--- src/rtl/switch_bank_pkg.sv ---
// Shared definitions for the switch bank: lane mode encoding, the per-lane
// control token that travels with each data word, and parameter defaults
// with their legal ranges.
package switch_bank_pkg;

  // Parameter defaults and legal ranges
  localparam int SW_WIDTH_DEF    = 8;
  localparam int SW_WIDTH_MIN    = 1;
  localparam int SW_WIDTH_MAX    = 32;
  localparam int SW_CHANNELS_DEF = 4;
  localparam int SW_CHANNELS_MIN = 1;
  localparam int SW_CHANNELS_MAX = 16;
  localparam int SW_LATENCY_DEF  = 2;
  localparam int SW_LATENCY_MIN  = 1;
  localparam int SW_LATENCY_MAX  = 4;
  localparam int SW_CNT_W_DEF    = 8;

  // What a disabled lane does to its output
  typedef enum logic {
    SW_MODE_ZERO = 1'b0,
    SW_MODE_HOLD = 1'b1
  } sw_mode_e;

  // Control half of a lane token; the data word rides alongside it
  typedef struct packed {
    logic     en;
    sw_mode_e mode;
  } sw_token_t;

  localparam sw_token_t SW_TOKEN_RST = '{en: 1'b0, mode: SW_MODE_ZERO};

endpackage

--- src/rtl/switch_lane.sv ---
// One switch lane: LATENCY-1 token capture stages followed by the output
// register. With SWITCH_BANK_PASSCNT_EN defined, a saturating counter
// tallies enabled tokens that reach the output.
module switch_lane
  import switch_bank_pkg::*;
#(
  parameter int WIDTH   = SW_WIDTH_DEF,
  parameter int LATENCY = SW_LATENCY_DEF
`ifdef SWITCH_BANK_PASSCNT_EN
  , parameter int CNT_W = SW_CNT_W_DEF
`endif
) (
  input  logic             clk,
  input  logic             rst,
  input  logic             en,
  input  logic [WIDTH-1:0] data_in,
  input  logic             mode,
  input  logic             stall,
`ifdef SWITCH_BANK_PASSCNT_EN
  input  logic             cnt_clr,
  output logic [CNT_W-1:0] pass_cnt,
`endif
  output logic [WIDTH-1:0] data_out,
  output logic             valid_out
);

  // Token and data presented to the output register
  sw_token_t        tok_o;
  logic [WIDTH-1:0] data_o;

  if (LATENCY == 1) begin : g_direct
    // Output register samples the input token directly
    assign tok_o  = '{en: en, mode: sw_mode_e'(mode)};
    assign data_o = data_in;
  end else begin : g_stages
    sw_token_t        tok_p  [LATENCY-1];
    logic [WIDTH-1:0] data_p [LATENCY-1];

    // Capture stages p0..pN: shift tokens forward unless stalled
    always_ff @(posedge clk) begin
      if (rst) begin
        for (int i = 0; i < LATENCY-1; i++) begin
          tok_p[i]  <= SW_TOKEN_RST;
          data_p[i] <= '0;
        end
      end else if (!stall) begin
        tok_p[0]  <= '{en: en, mode: sw_mode_e'(mode)};
        data_p[0] <= data_in;
        for (int i = 1; i < LATENCY-1; i++) begin
          tok_p[i]  <= tok_p[i-1];
          data_p[i] <= data_p[i-1];
        end
      end
    end

    assign tok_o  = tok_p[LATENCY-2];
    assign data_o = data_p[LATENCY-2];
  end

  // Output stage: pass, zero, or hold depending on the arriving token
  always_ff @(posedge clk) begin
    if (rst) begin
      data_out  <= '0;
      valid_out <= 1'b0;
    end else if (!stall) begin
      if (tok_o.en) begin
        data_out  <= data_o;
        valid_out <= 1'b1;
      end else if (tok_o.mode == SW_MODE_ZERO) begin
        data_out  <= '0;
        valid_out <= 1'b0;
      end
    end
  end

`ifdef SWITCH_BANK_PASSCNT_EN
  // Increment that sticks at the all-ones value
  function automatic logic [CNT_W-1:0] sat_inc(input logic [CNT_W-1:0] c);
    return (c == {CNT_W{1'b1}}) ? c : c + 1'b1;
  endfunction

  // Pass counter: clear wins over increment and is not blocked by stall
  always_ff @(posedge clk) begin
    if (rst || cnt_clr) begin
      pass_cnt <= '0;
    end else if (!stall && tok_o.en) begin
      pass_cnt <= sat_inc(pass_cnt);
    end
  end
`endif

endmodule

--- src/rtl/switch_bank.sv ---
// Bank of CHANNELS independent switch lanes sharing mode and stall.
// Optional feature macro: SWITCH_BANK_PASSCNT_EN adds cnt_clr/pass_cnt
// with one saturating pass counter per lane.
module switch_bank
  import switch_bank_pkg::*;
#(
  parameter int WIDTH    = SW_WIDTH_DEF,
  parameter int CHANNELS = SW_CHANNELS_DEF,
  parameter int LATENCY  = SW_LATENCY_DEF,
  parameter int CNT_W    = SW_CNT_W_DEF
) (
  input  logic                      clk,
  input  logic                      rst,
  input  logic [CHANNELS-1:0]       en,
  input  logic [CHANNELS*WIDTH-1:0] data_in,
  input  logic                      mode,
  input  logic                      stall,
`ifdef SWITCH_BANK_PASSCNT_EN
  input  logic                      cnt_clr,
  output logic [CHANNELS*CNT_W-1:0] pass_cnt,
`endif
  output logic [CHANNELS*WIDTH-1:0] data_out,
  output logic [CHANNELS-1:0]       valid_out
);

  for (genvar i = 0; i < CHANNELS; i++) begin : g_lane
    switch_lane #(
      .WIDTH   (WIDTH),
      .LATENCY (LATENCY)
`ifdef SWITCH_BANK_PASSCNT_EN
      , .CNT_W (CNT_W)
`endif
    ) u_lane (
      .clk       (clk),
      .rst       (rst),
      .en        (en[i]),
      .data_in   (data_in[i*WIDTH +: WIDTH]),
      .mode      (mode),
      .stall     (stall),
`ifdef SWITCH_BANK_PASSCNT_EN
      .cnt_clr   (cnt_clr),
      .pass_cnt  (pass_cnt[i*CNT_W +: CNT_W]),
`endif
      .data_out  (data_out[i*WIDTH +: WIDTH]),
      .valid_out (valid_out[i])
    );
  end

endmodule
--- config.mk ---
export PLATFORM = sky130hd
export DESIGN_NAME = switch_bank
export DESIGN_NICKNAME = d
export VERILOG_FILES = /design/src/rtl/switch_bank_pkg.sv /design/src/rtl/switch_lane.sv /design/src/rtl/switch_bank.sv
export SDC_FILE = /design/constraint.sdc
export NUM_CORES = 1
export LEC_CHECK = 0
export BUFFER_PORTS_ARGS = -buffer_cell sky130_fd_sc_hd__buf_4
export CORE_ASPECT_RATIO = 1.5
export CORE_MARGIN = 5
export CORE_UTILIZATION = 45
export DETAILED_ROUTE_END_ITERATION = 8
export PLACE_DENSITY = 0.75
export SLEW_MARGIN = 20
export SYNTH_ARGS = -nofsm -noshare
export SYNTH_HDL_FRONTEND = slang
export SYNTH_SLANG_ARGS = --single-unit
--- constraint.sdc ---
create_clock -name clk -period 3.5 [get_ports clk]
set_clock_uncertainty 0.15 [all_clocks]
set_input_delay 0.7 -clock clk [delete_from_list [all_inputs] [get_ports clk]]
set_output_delay 0.7 -clock clk [all_outputs]
set_load 0.05 [all_outputs]
# --- Word-level counts from Yosys, hierarchy flattened ---
# Memories as Yosys holds them, arrays and structs flattened.
# Cells that the tools add are included.
# W data, S select, Z words.
totals:
  reg_bits: 36
  mem_bits_rw: 40
  input_bits: 40
  output_inout_bits: 36
  wordCells: 70
  memories: 8
memory_table:
  columns: ["memory", "depth", "width", "read_ports", "rd_clocked_by_memory_dff", "write_ports", "line", "source"]
  rows:
  - ["g_lane[0].u_lane.g_stages.data_p", 1, 8, 1, 0, 1, "switch_lane.sv:37", "logic [WIDTH-1:0] data_p [LATENCY-1];"]
  - ["g_lane[1].u_lane.g_stages.data_p", 1, 8, 1, 0, 1, "switch_lane.sv:37", null]
  - ["g_lane[2].u_lane.g_stages.data_p", 1, 8, 1, 0, 1, "switch_lane.sv:37", null]
  - ["g_lane[3].u_lane.g_stages.data_p", 1, 8, 1, 0, 1, "switch_lane.sv:37", null]
  - ["g_lane[0].u_lane.g_stages.tok_p", 1, 2, 1, 0, 1, "switch_lane.sv:36", "sw_token_t tok_p [LATENCY-1];"]
  - ["g_lane[1].u_lane.g_stages.tok_p", 1, 2, 1, 0, 1, "switch_lane.sv:36", null]
  - ["+2 memories", null, null, null, null, null, null, null]
op_classes:
  n_eq_ne: 4
  mux: 37
  bitwise: 1
  n_reduce_logical: 12
op_table:
  columns: ["operator", "count"]
  rows:
  - ["$mux W8", 12]
  - ["$reduce_or A8 Y1", 4]
  - ["$mux W1", 21]
  - ["$mux W2", 4]
  - ["$ne A2 B1 Y1 const B", 4]
  - ["$reduce_and A2 Y1", 4]
  - ["$reduce_or A2 Y1", 4]
  - ["$not A1 Y1", 1]

# --- Logic depth before layout (Yosys ltp) ---
depth:
  word_depth: 5
  mapped_depth: 5
  mapped_depth_nobuf: 3

# --- By module ---
# From an unflattened synthesis, not the netlist that was laid out.
unflattened:
  cells_unflattened: 252
  hier_area_um2: 2852.7
modules_own_cells:
  columns: ["module", "n_inst", "cells_each", "area_per_inst_um2", "seq_area_each_um2"]
  rows:
  - ["switch_lane", 4, 63, 713.2, 480.5]

# --- Worst setup path before layout ---
# OpenSTA, ideal clock, no wires.
synth_timing:
  path_kind: "in2reg"
  from: "in stall"
  to: "mem g_lane[0].u_lane.g_stages.data_p[0][0] in the netlist's numbering, enable pin"
  arrival_ns: 1.733
  setup_slack_ns: 1.222
  stages: 2
  path_cell_list: "buf_6 > or2b_1"
synth_between:
  elab_chain_cells: 5
synth_lines:
  columns: ["element", "line", "source"]
  rows:
  - ["start: declaration", "switch_bank.sv:17", "input logic stall,"]
  - ["$mux W1 (*)", "switch_lane.sv:46", "end else if (!stall) begin"]
  - ["$mux W1 (*)", "switch_lane.sv:41", "if (rst) begin"]
  - ["$mux W1 (not written as such) (*)", "switch_lane.sv:48", "data_p[0] <= data_in;"]
  - ["$reduce_or A8 Y1 (no source line)", null, null]
  - ["$mux W1 (no source line) (*)", null, null]
  - ["end: declaration", "switch_lane.sv:37", null]
# Mark *: on every way between the ends. The rest lies on a longest branch, timed or not.

# --- Worst setup path in the final report ---
layout_timing:
  from: "in rst"
  to: "mem g_lane[2].u_lane.g_stages.tok_p[0][0] in the netlist's numbering, enable pin"
layout_between:
  elab_chain_cells: 4
  word_cells_on_any_way: 6
  cone_classes: "5 x mux; 1 x reduce/logical"
layout_lines:
  columns: ["element", "line", "source"]
  rows:
  - ["start: declaration", "switch_bank.sv:13", "input logic rst,"]
  - ["$mux W1", "switch_lane.sv:41", null]
  - ["$mux W1 (not written as such)", "switch_lane.sv:47", "tok_p[0] <= '{en: en, mode: sw_mode_e'(mode)};"]
  - ["$reduce_or A2 Y1 (no source line)", null, null]
  - ["$mux W1 (no source line) (*)", null, null]
  - ["end: declaration", "switch_lane.sv:36", null]
# Marks and branches as above.

==> reports/qor.yml <==
dp.cells: 377
use_met1: 0.170
seq_power_share: 0.563
power.internal_w: 0.00129
hold_slack_ps: 324
switchingPower_w: 0.000424
place_ws_ps: 1110
critPathMaxFanout: 38
first_iter_violations: 152
ctsHoldBuffers: 0
coreArea_um2: 6170
netlist_instances: 247
antenna_found_initial: 0
pwr-share-comb: 0.107
top_usage_layer: "met2"
rows: 35
grt_pass1_vias: 1888
tightest_slew_ps: 830
stdcell_count: 393
io_pins: 76
grt-ovfl-total: 0
die_area_um2: 8110
met3_usage: 0.0542
clockBufferDepth: 2
grt_pass1_wl_um: 8890
setup_viol: 0
cts_tree: "done"
cts_setup_buffers: 0
diodes: 0
portBuffers: 75
yosys_warnings: 0
place.gp.congestion: 0.780
die_h_um: 108
fmax_mhz: 491
final_util: 0.574
synth_largest_area_cell: "edfxtp_1"
cp_top_family: "simple AND/OR/NAND/NOR gates"
hold_class: "register to register"
layout.nets: 354
groute.usage.overall: 0.147
die_width_um: 75.2
async_reset_ff_frac: 0
hpwl_um: 3830
synthTopCellsByCount: "edfxtp_1 (37), dfxtp_1 (36), o21ai_0 (36)"
synth_area_leaders: "edfxtp_1 (39%), dfxtp_1 (25%), o21ai_0 (6.3%), and2_4 (6.1%), a21oi_1 (5.9%)"
clk_latency_ps: 340
synth_compound_area_frac: 0.128
grt_use_met2: 0.234
path_buf_inv: 1
dr.pass1.iters: 4
finalHoldViolCount: 0
worst_slack_ps: 1460
initial_utilization: 0.465
wire_per_inst_um: 14.3
rsz0062_at_grt: "no"
synth_top_family_by_area: "simple AND/OR/NAND/NOR gates"
vias_per_cell: 4.93
worst-endpoint-required_ps: 3310
startpoint_type: "primary input"
ys_types: 18
leakage_nw: 1.45
htree_levels: 3
ys_ff_latch: 73
setup_tns_ps: 0
crit_path_max_incr_delay_ps: 750
swShare: 0.247
synthSimpleGateAreaFrac: 0.175
outcome: "complete, no violations"
synthFlopType: "edfxtp_1"
yosysSeqAreaShare: 0.638
cts_buffers: 9
timing.final.crit_share: 0.582
synthAdderAreaFrac: 0
min_period_ps: 2040
synthMuxAreaShare: 0
drv_cap: 0
synth_area_per_cell_um2: 11.6
synth-edff-count: 37
drtAntennaViolNets: 0
p_clk_frac: 0.330
slew_violations: 0
path_class: "primary input to register"
clk_pin_slew_ps: 70
cts_resized: 0
crit_chain: "buf_4 -> or2b_2"
irDropWorstVdd_mv: 0.269
root_buffer: "clkbuf_8"
syn-num-nets: 287
via_count: 1938
yosysMostFrequentCell: "edfxtp_1"
crit_path_top_delay_cell: "or2b_2"
synth_xor_area_frac: 0
cp-end-kind: "register"
synth_area_um2: 2870
worst_ep_arrival_time_ps: 1850
grt_max_degree: 43
netlist.area_leader.share: 0.387
remaining_drc_errors: 0
drive_above_1_share: 0.370
syn_to_final_growth_pct: 23.5
max_slew_margin: 0.447
p_per_area_nw_per_um2: 485
cts_sinks: 73
drt-total-wl_um: 5610
## layout make-up
class | count | area [um2]
timing repair buffer | 75 | 563
inverter | 4 | 15.0
clock inverter | 6 | 33.8
multi-input combinational | 151 | 872
tap | 74 | 92.6
clock buffer | 10 | 138
sequential | 73 | 1830
fill | 540 | 2630
## power by group through the flow
stage | registers (W) | clock network, W | logic [W]
2_1_floorplan | 0.00102 | 0 | 0.0000938
3_3_place_gp | 0.000984 | 0 | 0.000183
3_5_place_dp | 0.000987 | 0 | 0.000186
4_1_cts | 0.000968 | 0.000578 | 0.000187
5_1_grt | 0.000971 | 0.000614 | 0.000200
6_report | 0.000967 | 0.000567 | 0.000185
## sequential cells by signal, summed over array words and instances (netlist names)
register,count
g_lane.u_lane.valid_out,4
g_lane.u_lane.g_stages.data_p,32
g_lane.u_lane.data_out,32
g_lane.u_lane.g_stages.tok_p,5
## cell families (layout without fill, tap and decap cells)
group / count (synthesis) / count (layout)
AOI/OAI and AO/OA: 72 / 72
buffers and inverters: 23 / 95
DFF: 73 / 73
and+or+nand+nor: 79 / 79
## path summary, 6_finish.rpt
kind	start	to	slack, ps	depth (start not counted)
max	rst	g_lane[2].u_lane.g_stages.tok_p[0][0]$_SDFFCE_PN0P_	1460	2
min reg2reg	g_lane[3].u_lane.data_out[4]$_SDFFE_PP0P_	g_lane[3].u_lane.data_out[4]$_SDFFE_PP0P_	320	2
max reg2reg	g_lane[2].u_lane.g_stages.tok_p[0][0]$_SDFFCE_PN0P_	g_lane[3].u_lane.data_out[1]$_SDFFE_PP0P_	2120	3
min	g_lane[3].u_lane.data_out[4]$_SDFFE_PP0P_	g_lane[3].u_lane.data_out[4]$_SDFFE_PP0P_	320	2
## placed cells by master, fill, tap and decap left out
master,n
nor2_8,1
and2_4,20
or2b_2,1
a21oi_2,2
clkinv_4,1
edfxtp_1,37
o21ai_0,36
buf_4,75
and2_1,17
a21oi_1,34
and2b_1,5
and2b_2,1
nor2b_4,2
dfxtp_1,36
inv_1,4
clkbuf_8,10
clkinv_2,5
nand2_1,32
## per-layer routing
layer  routed length, um  part of all wire  vias to the layer above
li1                    -                 -                      969
met1                2140              0.38                      909
met2                2970              0.53                       47
met3                 319             0.057                       13
met4                 184             0.033                        0
met5                   0                 0                        -
## through the flow
stage,cell area (um2),power [W]
final,3550,0.00172
after global routing,3550,0.00178
after floorplan,2870,0.00111
after CTS,3550,0.00173
after detailed placement,3370,0.00117
after global placement,3370,0.00117
Note: power is estimated with default switching activity, not from simulation.
